===== config.mk =====
export PLATFORM = sky130hd
export DESIGN_NAME = mem_access_stage
export DESIGN_NICKNAME = d
export VERILOG_FILES = /design/src/rtl/core_pkg.sv /design/src/rtl/branch_resolve.sv /design/src/rtl/mem_access_stage.sv
export SDC_FILE = /design/constraint.sdc
export NUM_CORES = 1
export LEC_CHECK = 0
export CAP_MARGIN = 20
export CORE_AREA = 4 4 145 147
export CTS_CLUSTER_SIZE = 14
export DETAILED_ROUTE_END_ITERATION = 10
export DIE_AREA = 0 0 149 151
export DONT_BUFFER_PORTS = 1
export GPL_TIMING_DRIVEN = 0
export PLACE_DENSITY_LB_ADDON = 0.05
export SETUP_SLACK_MARGIN = 0.5
export SLEW_MARGIN = 20
export SYNTH_ARGS = -nofsm -noshare
export SYNTH_HDL_FRONTEND = slang
export SYNTH_HIERARCHICAL = 1
export SYNTH_SLANG_ARGS = --single-unit

===== constraint.sdc =====
create_clock -name clk -period 2.02 [get_ports clk]
set_input_delay 0.404 -clock clk [delete_from_list [all_inputs] [get_ports clk]]
set_output_delay 0.404 -clock clk [all_outputs]
set_load 0.05 [all_outputs]

===== src/rtl/core_pkg.sv =====
// core_pkg: shared core constants and MEM-stage FSM state encoding
package core_pkg;
  localparam int XLEN = 32;
  localparam int PC_INC = 4;
  typedef enum logic {IDLE, WAIT} state_t;
endpackage


===== src/rtl/branch_resolve.sv =====
// branch_resolve: combinational branch/jump taken decision and redirect target
module branch_resolve #(
  parameter int XLEN = 32
) (
  input  logic            branch,
  input  logic            zero,
  input  logic            jal,
  input  logic            jalr,
  input  logic [XLEN-1:0] alu_result,
  input  logic [XLEN-1:0] pc_imm,
  output logic            taken,
  output logic [XLEN-1:0] target
);
  // jalr targets are forced to an even address by clearing bit 0
  always_comb begin
    taken = (branch & zero) | jal | jalr;
    target = jalr ? (alu_result & ~XLEN'(1)) : pc_imm;
  end
endmodule


===== src/rtl/mem_access_stage.sv =====
// mem_access_stage: MEM stage with dmem handshake, redirect resolution and MEM/WB register
module mem_access_stage #(
  parameter int XLEN = 32,
  parameter int WAIT_MAX = 15
) (
  input  logic            clk,
  input  logic            reset,
  input  logic            Ctl_MemtoReg_in,
  input  logic            Ctl_RegWrite_in,
  input  logic            Ctl_MemRead_in,
  input  logic            Ctl_MemWrite_in,
  input  logic            Ctl_Branch_in,
  input  logic            Zero_in,
  input  logic            jal_in,
  input  logic            jalr_in,
  input  logic [4:0]      Rd_in,
  input  logic [XLEN-1:0] ALUresult_in,
  input  logic [XLEN-1:0] PCimm_in,
  input  logic [XLEN-1:0] ReadData2_in,
  input  logic [XLEN-1:0] PC_in,
  output logic            dmem_req,
  output logic            dmem_we,
  output logic [XLEN-1:0] dmem_addr,
  output logic [XLEN-1:0] dmem_wdata,
  input  logic [XLEN-1:0] dmem_rdata,
  input  logic            dmem_ready,
  output logic            stall,
  output logic            flush,
  output logic            PCSrc,
  output logic [XLEN-1:0] PCtarget,
  output logic [XLEN-1:0] mem_fwd_data,
  output logic            mem_err,
  output logic            Ctl_MemtoReg_out,
  output logic            Ctl_RegWrite_out,
  output logic [4:0]      Rd_out,
  output logic [XLEN-1:0] ReadData_out,
  output logic [XLEN-1:0] ALUresult_out
);
  import core_pkg::*;
  state_t state;
  logic [3:0] cnt;
  logic mem_op, load, timeout_now, taken;
  // a simultaneous read+write is a store; ready in the last wait cycle still wins over timeout
  always_comb begin
    mem_op = Ctl_MemRead_in | Ctl_MemWrite_in;
    load = Ctl_MemRead_in & ~Ctl_MemWrite_in;
    timeout_now = (state == WAIT) & mem_op & ~dmem_ready & (cnt == 4'(WAIT_MAX - 1));
    stall = mem_op & ~dmem_ready & ~timeout_now;
    dmem_req = mem_op & ~timeout_now;
    dmem_we = Ctl_MemWrite_in;
    dmem_addr = ALUresult_in;
    dmem_wdata = ReadData2_in;
    mem_fwd_data = ALUresult_in;
    PCSrc = taken;
    flush = taken;
  end
  branch_resolve #(.XLEN(XLEN)) u_branch_resolve (
    .branch(Ctl_Branch_in),
    .zero(Zero_in),
    .jal(jal_in),
    .jalr(jalr_in),
    .alu_result(ALUresult_in),
    .pc_imm(PCimm_in),
    .taken(taken),
    .target(PCtarget)
  );
  // access FSM, sticky timeout flag and MEM/WB register; stalled cycles write a bubble
  always_ff @(posedge clk) begin
    if (reset) begin
      state <= IDLE;
      cnt <= '0;
      mem_err <= 1'b0;
      Ctl_MemtoReg_out <= 1'b0;
      Ctl_RegWrite_out <= 1'b0;
      Rd_out <= '0;
      ReadData_out <= '0;
      ALUresult_out <= '0;
    end else begin
      state <= stall ? WAIT : IDLE;
      cnt <= (state == WAIT && stall) ? cnt + 4'd1 : '0;
      mem_err <= mem_err | timeout_now;
      Ctl_MemtoReg_out <= Ctl_MemtoReg_in & ~stall;
      Ctl_RegWrite_out <= Ctl_RegWrite_in & ~stall;
      if (!stall) begin
        Rd_out <= Rd_in;
        ReadData_out <= (load & dmem_ready) ? dmem_rdata : '0;
        ALUresult_out <= (jal_in | jalr_in) ? PC_in + XLEN'(PC_INC) : ALUresult_in;
      end
    end
  end
endmodule


# Word level (Yosys, flattened, before mapping)
# Index checks and enable logic that the tools add are counted.
[word_totals] regBits=77 in_bits=176 out_inout_bits=205 elab_cells=38
[classes] n_addsub=2 eq_ne=1 mux=4 n_bitwise=21 reduce_logical=2
[ops] operator="two-way mux 32 bit" count=3
[ops] operator="adder 32 x 3 -> 32 bit, second input constant" count=1
[ops] operator="AND 1 bit" count=11
[ops] operator="NOT 1 bit" count=5
[ops] operator="bitwise OR 1 bit" count=5
[ops] operator="adder 4 x 1 -> 4 bit, second input constant" count=1
[ops] operator="== test 4 bit, second input constant" count=1
[ops] operator="OR reduction 2 bit" count=1
[ops] operator="logical AND 1 bit" count=1
[ops] operator="two-way mux 1 bit" count=1

# Depth between registers and ports, before layout
# Gate-level depths: netlist (run 1).
[logic_depth] depth_word=9 ltp_mapped=9 mapped_depth_nobuf=8

# Modules after synthesis
# The synthesis (run 1) kept the hierarchy.
[modules_own_cells] module="mem_access_stage" n_inst=1 cells_per_inst=463 area_per_inst_um2=4115.2 seq_area_each_um2=1541.5
[modules_own_cells] module="branch_resolve" n_inst=1 cells_per_inst=37 area_per_inst_um2=535.5 seq_area_each_um2=0.0

# Worst setup path after synthesis (run 1)
# No wires, ideal clock.
[synth_timing] path_type="reg2out" start="register cnt[0]" end="output stall" arrival_time_ps=1603 required_ps=1616 slack_ps=13 stages_incl_launch_ff=8 path_buffers=2 path_cell_list="dfxtp_1 inv_1 ha_1 nand4_1 o211ai_1 inv_1 buf_2 buf_2"
[synth_between] elab_chain_len=4
[synth_rtl] item="start: declaration" line_no="mem_access_stage.sv:41" text="logic [3:0] cnt;"
[synth_rtl] item="start signal: assignment" line_no="mem_access_stage.sv:80" text="cnt <= (state == WAIT && stall) ? cnt + 4'd1 : '0;"
[synth_rtl] item="== test 4 bit" line_no="mem_access_stage.sv:47" text="timeout_now = (state == WAIT) & mem_op & ~dmem_ready & (cnt == 4'(WAIT_MAX - 1));"
[synth_rtl] item="AND 1 bit" line_no="mem_access_stage.sv:47"
[synth_rtl] item="NOT 1 bit" line_no="mem_access_stage.sv:48" text="stall = mem_op & ~dmem_ready & ~timeout_now;"
[synth_rtl] item="AND 1 bit" line_no="mem_access_stage.sv:48"
[synth_rtl] item="end: declaration" line_no="mem_access_stage.sv:27" text="output logic stall,"
# No other way between the ends.

# Final worst setup path (run 1)
# Ends and elaborated chain as after synthesis.

==> impl_metrics.prom, run 1 <==
# TYPE chip_impl_metric gauge
chip_impl_metric{name="synth-edff-count",unit=""} 0
chip_impl_metric{name="placed_cell_area",unit="mm2"} 0.005076
chip_impl_metric{name="flow.area_growth_from_synthesis",unit="%"} 33.71
chip_impl_metric{name="grt_antenna_before_repair",unit=""} 0
chip_impl_metric{name="detailedPlacementHpwl",unit="um"} 14550
chip_impl_metric{name="drt-pass1-iter-count",unit=""} 4
chip_impl_metric{name="synthesis.instances",unit=""} 500
chip_impl_metric{name="worst-path-max-fanout",unit=""} 5
chip_impl_metric{name="async_reset_ff_share",unit="%"} 0
chip_impl_metric{name="syn_nets",unit=""} 679
chip_impl_info{name="hold_class",value="primary input to flip-flop"} 1
chip_impl_metric{name="whs",unit="ns"} 0.1741
chip_impl_metric{name="fin_crit",unit="ns"} 2.075
chip_impl_metric{name="slew_viol_final",unit=""} 0
chip_impl_metric{name="mappedNetlistArea",unit="mm2"} 0.004651
chip_impl_metric{name="switching_share",unit="%"} 40.46
chip_impl_metric{name="timing.max_slew.rel_slack",unit="%"} 44.22
chip_impl_info{name="layout_commonest_cell",value="buf_4"} 1
chip_impl_metric{name="viasPerCell",unit=""} 4.675
chip_impl_metric{name="clock_latency",unit="ns"} 0.35
chip_impl_metric{name="total_via_count_in_the_routed_design",unit=""} 3838
chip_impl_metric{name="critPathArrivalTime",unit="ns"} 1.67
chip_impl_metric{name="grt_first_pass_wirelength",unit="um"} 25450
chip_impl_metric{name="wl",unit="um"} 19090
chip_impl_metric{name="globalplace.congestion",unit=""} 0.6912
chip_impl_metric{name="period_share",unit="%"} 102.7
chip_impl_metric{name="finClkSkew",unit="ns"} 0.01029
chip_impl_metric{name="grt_start_max_net_pins",unit=""} 17
chip_impl_info{name="synth_top_flop_cell",value="dfxtp_1"} 1
chip_impl_metric{name="buffer_ports.inserted",unit=""} 0
chip_impl_metric{name="final_cell_area",unit="mm2"} 0.006218
chip_impl_metric{name="grt_total_usage",unit="%"} 15.50
chip_impl_info{name="rsz_0062_raised_after_global_routing",value="true"} 1
chip_impl_info{name="status",value="complete, but fails checks"} 1
chip_impl_metric{name="power.density_cell_area",unit="mW/mm2"} 794.6
chip_impl_metric{name="remaining_drc_errors",unit=""} 0
chip_impl_metric{name="worst_slew_pin_slew",unit="ns"} 0.8367
chip_impl_metric{name="ctsLongestPathBuffers",unit=""} 2
chip_impl_metric{name="vdd.ir_drop.worst",unit="mV"} 0.3528
chip_impl_info{name="violations",value="negative setup slack"} 1
chip_impl_metric{name="p_int",unit="uW"} 2942
chip_impl_metric{name="nets",unit=""} 725
chip_impl_metric{name="layout-drive-gt1-share",unit="%"} 48.64
chip_impl_metric{name="cts_hold_buffers",unit=""} 0
chip_impl_metric{name="power.net_switching",unit="uW"} 1999
chip_impl_metric{name="achievable-frequency",unit="MHz"} 481.9
chip_impl_info{name="clk_root_buffer_cell",value="clkbuf_16"} 1
chip_impl_metric{name="std_cell_rows",unit=""} 52
chip_impl_info{name="final_cell_mix",value="buf_4, dfxtp_1, nand2_1"} 1
chip_impl_metric{name="power.sequential.fraction",unit="%"} 39.0
chip_impl_metric{name="die_area",unit="mm2"} 0.02250
chip_impl_metric{name="p_clk_share",unit="%"} 33.0
chip_impl_info{name="tritoncts",value="yes"} 1
chip_impl_metric{name="p_comb_share",unit="%"} 28.0
chip_impl_metric{name="pin_count",unit=""} 381
chip_impl_metric{name="initial_core_util",unit="%"} 23.36
chip_impl_metric{name="number_of_warning_messages_in_the_yosys_log",unit=""} 6
chip_impl_metric{name="fp.coreArea",unit="mm2"} 0.01991
chip_impl_metric{name="final-setup-viol-count",unit=""} 1
chip_impl_info{name="worst_setup_path_end_kind",value="output port"} 1
chip_impl_metric{name="maxCapViolations",unit=""} 0
chip_impl_metric{name="wire_per_inst",unit="um"} 23.26
chip_impl_metric{name="route.antenna.remaining_nets",unit=""} 0
chip_impl_metric{name="ys_seq_elements",unit=""} 77
chip_impl_metric{name="syn_area_per_cell",unit="um2"} 9.301
chip_impl_metric{name="cts_sinks",unit=""} 77
chip_impl_metric{name="insertedDiodeCount",unit=""} 0
chip_impl_metric{name="grt_overflow",unit=""} 0
chip_impl_metric{name="dieWidth",unit="um"} 149
chip_impl_metric{name="yosys.cell_types.count",unit=""} 43
chip_impl_info{name="worst_setup_path_start_kind",value="flip-flop"} 1
chip_impl_metric{name="grt_pass1_vias",unit=""} 3942
chip_impl_metric{name="static-leakage-power",unit="uW"} 0.002549
chip_impl_metric{name="layout_setup_ws",unit="ns"} -0.05507
chip_impl_metric{name="cts_made_buffers",unit=""} 9
chip_impl_info{name="timing.setup.critical_path_class",value="flip-flop to output port"} 1
chip_impl_metric{name="htree_levels",unit=""} 3
chip_impl_metric{name="seq_area_frac_synth",unit="%"} 33.15
chip_impl_metric{name="count_of_fill_cells_added_during_filler_insertion",unit=""} 2082
chip_impl_metric{name="data_required_time_of_the_worst_path",unit="ns"} 1.62
chip_impl_metric{name="cts.reportedPaths.clkPinSlew",unit="ns"} 0.07
chip_impl_metric{name="overall_die_height",unit="um"} 151
chip_impl_metric{name="finalHoldViolations",unit=""} 0
chip_impl_metric{name="dr.first_iter.drc_count",unit=""} 127
[synth_stat cells (all sizes together), types with 3 or more instances]
cell	number	area share, %
inv	6	0.48
clkbuf	16	1.9
ha	3	0.81
a21oi	21	2.3
a311oi	3	0.57
dfxtp	77	33
nand2	39	3.1
xor2	18	3.4
a211oi	8	1.3
a211o	3	0.57
o21ai	15	1.6
nand3	11	1.3
and3	13	1.7
o22ai	8	1.1
or3	8	1.2
mux2	31	9.8
nor4	3	1.2
a22o	32	6.0
nor3	5	0.54
nand4	12	1.7
buf	108	18
nor2	31	2.5
xnor2	10	1.9
and2	3	0.40
a221oi	7	1.7
[power groups by stage]
stage	combinational, uW	clock, uW	sequential [uW]
after floorplan	1070	0	1930
after global placement	1190	0	1960
after detailed placement	1190	0	1960
after CTS	1350	1700	1930
final	1380	1630	1930
after global routing	1440	1750	1940
[critical path, cell delays in order, from the launching register on]
cell      delay, ns
dfxtp_2        0.33
inv_2          0.05
ha_4           0.11
nand4_1        0.09
o211ai_1       0.19
buf_4          0.23
inv_8          0.04
buf_12         0.12
buf_12         0.14
[repair_timing]
action | in CTS | in global routing
cloned | 5 | 2
endpoints found under the setup margin | 98 | 97
gates resized for setup | 92 | 32
buffers inserted | 25 | 2
pin swaps | 21 | 11
[per-stage QoR]
stage,instances,setup TNS [ns],utilization [%],power [uW],worst slack [ns]
6_report,821,-0.05507,31.23,4941,-0.05507
5_1_grt,821,-0.7920,31.23,5127,-0.1203
4_1_cts,817,-0.1279,30.27,4977,-0.1057
3_5_place_dp,771,-14.20,25.50,3151,-0.3352
3_3_place_gp,770,-28.57,25.46,3151,-0.6035
2_1_floorplan,500,0,-,2995,0.3585
[area by class of cell]
type,instances,area (um2),share of cell area [%]
buffer,124,1095,17.61
clock buffer,9,225.2,3.622
clock inverter,7,61.31,0.9859
inverter,6,30.03,0.4829
multi-input combinational,293,2500,40.20
sequential,77,1549,24.91
tap,270,337.8,5.433
timing repair buffer,35,420.4,6.761
[path summary, 6_finish.rpt]
| check | start | end | slack [ns] | cells after the start |
|---|---|---|---|---|
| worst max-delay path | cnt[0] | stall | -0.06 | 8 |
| worst min register to register | state | cnt[1] | 0.50 | 2 |
| worst max register to register | cnt[0] | Rd_out[2] | 0.03 | 12 |
| worst min-delay path | dmem_rdata[29] | ReadData_out[29] | 0.17 | 1 |
[metal layers]
metal | part of all wire (%) | GRT usage [%] | wire length [um]
met3 | 10 | 5.536 | 1931
met1 | 38 | 16.90 | 7165
met2 | 51 | 27.63 | 9717
met5 | 0 | 0 | 0
met4 | 1.5 | 5.858 | 280
[registers in the layout, indices dropped and copies added (netlist names)]
register,count
Ctl_RegWrite_out,1
ALUresult_out,32
Ctl_MemtoReg_out,1
Rd_out,5
cnt,4
state,1
ReadData_out,32
mem_err,1
[kinds of logic after synthesis]
group | Yosys count | synth area share, %
adder cells (fa/ha/maj) | 3 | 0.8072
AND/OR/NAND/NOR | 130 | 14.64
XOR/XNOR | 28 | 5.273
AO/OA/AOI/OAI | 101 | 15.87
buffers and inverters | 130 | 20.50
flip-flops | 77 | 33.15
multiplexers | 31 | 9.766
Note: power is estimated with default switching activity, not from simulation.
==> inputs of run 2 (changes only) <==
GPL_ROUTABILITY_DRIVEN = 1   (was not set)
==> results of run 2 <==
The final DEF is identical to that of run 1; final timing and power are the same.
==> inputs of run 3 (changes only) <==
SLEW_MARGIN = 30   (was 20)
==> impl_metrics.prom, run 3 (same netlist as run 1, synthesis figures left out) <==
# TYPE chip_impl_metric gauge
chip_impl_info{name="status",value="complete, but fails checks"} 1
chip_impl_info{name="violations",value="negative setup slack"} 1
chip_impl_metric{name="power.density_cell_area",unit="mW/mm2"} 773.7
chip_impl_metric{name="grt_start_max_net_pins",unit=""} 16
chip_impl_metric{name="timing.critical_path.buf_inv",unit=""} 6
chip_impl_metric{name="overall_die_height",unit="um"} 151
chip_impl_metric{name="std_cell_rows",unit=""} 52
chip_impl_info{name="worst_setup_path_end_kind",value="output port"} 1
chip_impl_metric{name="viasPerCell",unit=""} 4.705
chip_impl_metric{name="buffer_ports.inserted",unit=""} 0
chip_impl_info{name="rsz_0062_raised_after_global_routing",value="true"} 1
chip_impl_metric{name="htree_levels",unit=""} 3
chip_impl_info{name="crit_family",value="buffers and inverters"} 1
chip_impl_metric{name="timing.max_slew.rel_slack",unit="%"} 44.39
chip_impl_info{name="layout_top_registers",value="ALUresult_out: 32 flops, ReadData_out: 32 flops, Rd_out: 5 flops"} 1
chip_impl_metric{name="fp.coreArea",unit="mm2"} 0.01991
chip_impl_metric{name="dieWidth",unit="um"} 149
chip_impl_metric{name="cts_made_buffers",unit=""} 9
chip_impl_metric{name="p_int",unit="uW"} 2971
chip_impl_metric{name="critical_path_depth",unit=""} 9
chip_impl_metric{name="layout-drive-gt1-share",unit="%"} 53.14
chip_impl_info{name="tritoncts",value="yes"} 1
chip_impl_metric{name="layout_setup_ws",unit="ns"} -0.01075
chip_impl_metric{name="vdd.ir_drop.worst",unit="mV"} 0.3343
chip_impl_info{name="final_cell_mix",value="buf_4, dfxtp_1, a22o_1"} 1
chip_impl_metric{name="slew_viol_final",unit=""} 0
chip_impl_metric{name="power.net_switching",unit="uW"} 2003
chip_impl_info{name="worst_setup_path_start_kind",value="flip-flop"} 1
chip_impl_metric{name="maxCapViolations",unit=""} 0
chip_impl_metric{name="drt-pass1-iter-count",unit=""} 4
chip_impl_metric{name="ctsLongestPathBuffers",unit=""} 2
chip_impl_info{name="hold_class",value="primary input to flip-flop"} 1
chip_impl_metric{name="p_comb_share",unit="%"} 28.9
chip_impl_metric{name="period_share",unit="%"} 100.5
chip_impl_info{name="layout_commonest_cell",value="buf_4"} 1
chip_impl_metric{name="remaining_drc_errors",unit=""} 0
chip_impl_metric{name="cts.reportedPaths.clkPinSlew",unit="ns"} 0.07
chip_impl_metric{name="critPathArrivalTime",unit="ns"} 1.63
chip_impl_metric{name="wire_per_inst",unit="um"} 22.92
chip_impl_metric{name="clock_latency",unit="ns"} 0.35
chip_impl_metric{name="wl",unit="um"} 18960
chip_impl_metric{name="fin_crit",unit="ns"} 2.031
chip_impl_metric{name="final.setup.tns",unit="ns"} -0.01075
chip_impl_metric{name="achievable-frequency",unit="MHz"} 492.4
chip_impl_metric{name="nets",unit=""} 731
chip_impl_info{name="clk_root_buffer_cell",value="clkbuf_16"} 1
chip_impl_info{name="timing.setup.critical_path_class",value="flip-flop to output port"} 1
chip_impl_metric{name="p_clk_share",unit="%"} 32.2
chip_impl_metric{name="whs_path_depth",unit=""} 1
chip_impl_metric{name="dr.first_iter.drc_count",unit=""} 126
chip_impl_metric{name="cts_hold_buffers",unit=""} 0
chip_impl_metric{name="power.sequential.fraction",unit="%"} 38.8
chip_impl_info{name="critical_path.slowest_cell",value="dfxtp_2"} 1
chip_impl_metric{name="finalHoldViolations",unit=""} 0
chip_impl_info{name="critical-path-top-cell-by-count",value="buf_12"} 1
chip_impl_metric{name="route.antenna.remaining_nets",unit=""} 0
chip_impl_metric{name="static-leakage-power",unit="uW"} 0.002686
chip_impl_metric{name="cts_sinks",unit=""} 77
chip_impl_info{name="path_cells",value="inv_2 > ha_4 > nand4_1 > o211ai_1 > buf_4 > buf_6 > inv_8 > buf_12 > buf_12"} 1
chip_impl_metric{name="critical_path.max_stage_delay",unit="ns"} 0.34
chip_impl_metric{name="die_area",unit="mm2"} 0.02250
chip_impl_metric{name="switching_share",unit="%"} 40.26
chip_impl_metric{name="pin_count",unit=""} 381
chip_impl_metric{name="insertedDiodeCount",unit=""} 0
chip_impl_metric{name="whs",unit="ns"} 0.1773
chip_impl_metric{name="final-setup-viol-count",unit=""} 1
chip_impl_metric{name="utilization",unit="%"} 32.29
chip_impl_metric{name="globalplace.congestion",unit=""} 0.6912
chip_impl_metric{name="grt_antenna_before_repair",unit=""} 0
chip_impl_metric{name="grt_total_usage",unit="%"} 15.15
chip_impl_metric{name="initial_core_util",unit="%"} 23.36
chip_impl_metric{name="grt_first_pass_wirelength",unit="um"} 24900
chip_impl_metric{name="finClkSkew",unit="ns"} 0.01105
chip_impl_metric{name="flow.area_growth_from_synthesis",unit="%"} 38.23
chip_impl_metric{name="ff2ff_path_depth",unit=""} 13
chip_impl_metric{name="data_required_time_of_the_worst_path",unit="ns"} 1.62
chip_impl_metric{name="worst-path-max-fanout",unit=""} 5
chip_impl_metric{name="worst_slew_pin_slew",unit="ns"} 0.8341
chip_impl_metric{name="grt_pass1_vias",unit=""} 3853
chip_impl_metric{name="detailedPlacementHpwl",unit="um"} 14540
chip_impl_metric{name="grt_overflow",unit=""} 0
chip_impl_metric{name="total_via_count_in_the_routed_design",unit=""} 3891
## run 3: cell types whose count changed in the layout (fill, tap and decap cells not counted), sizes merged
cell,change
inv,-2
buf,+9
clkinv,+2
clkbuf,-2
bufbuf,-1
## run 3: final cells by class
| cell class | count | area (um2) |
|---|---|---|
| fillers | 2106 | 13480 |
| multi-input cells | 293 | 2596 |
| flip-flops and latches | 77 | 1545 |
| plain buffers | 124 | 1076 |
| repair buffers | 41 | 560.5 |
| well taps | 270 | 337.8 |
| clock buffers | 9 | 225.2 |
| clock inverters | 7 | 57.56 |
| inverters | 6 | 30.03 |
## run 3: repair_timing
item,4_1_cts,5_1_grt
endpoints found under the setup margin,98,96
pin swaps,14,25
resized for setup,84,84
cloned,6,3
buffers inserted,21,9
endpoints found under the hold margin,0,0
## run 3: metal layers
metal / part of all wire [%] / track usage, % / wire (um)
met1: 37 / 16.70 / 7088
met4: 1.9 / 5.126 / 354
met5: 0 / 0 / 0
met2: 51 / 27.20 / 9633
met3: 9.9 / 5.236 / 1880
## run 3: worst paths after layout
path | to | slack (ns) | from
max | stall | -0.01 | cnt[0]
min | ReadData_out[24] | 0.18 | dmem_rdata[24]
max reg2reg | ALUresult_out[7] | 0.03 | cnt[0]
min reg2reg | cnt[1] | 0.50 | state
## run 3: worst register-to-register path, stage by stage, from the launching register on
cell and delay (ns):
dfxtp_2 0.33, inv_2 0.06, ha_4 0.11, nand4_1 0.09, o211ai_1 0.10, buf_4 0.16
buf_6 0.13, inv_8 0.04, buf_12 0.12, buf_4 0.13, buf_8 0.13, buf_12 0.14
a311o_1 0.28, a21oi_1 0.12
## run 3: power groups by stage
stage	clock network (uW)	registers (uW)	logic [uW]
floorplan	0	1930	1070
global placement	0	1960	1190
detailed placement	0	1960	1190
CTS	1660	1930	1350
global route	1730	1940	1500
finish	1600	1930	1440
## run 3: stage by stage
stage / power [uW] / worst slack (ns) / cells / area [um2]
floorplan: 2995 / 0.3585 / 500 / 4731
global placement: 3151 / -0.6035 / 770 / 5069
detailed placement: 3151 / -0.1390 / 772 / 5087
CTS: 4939 / -0.03854 / 815 / 5991
global route: 5168 / -0.08095 / 827 / 6429
finish: 4974 / -0.01075 / 827 / 6429
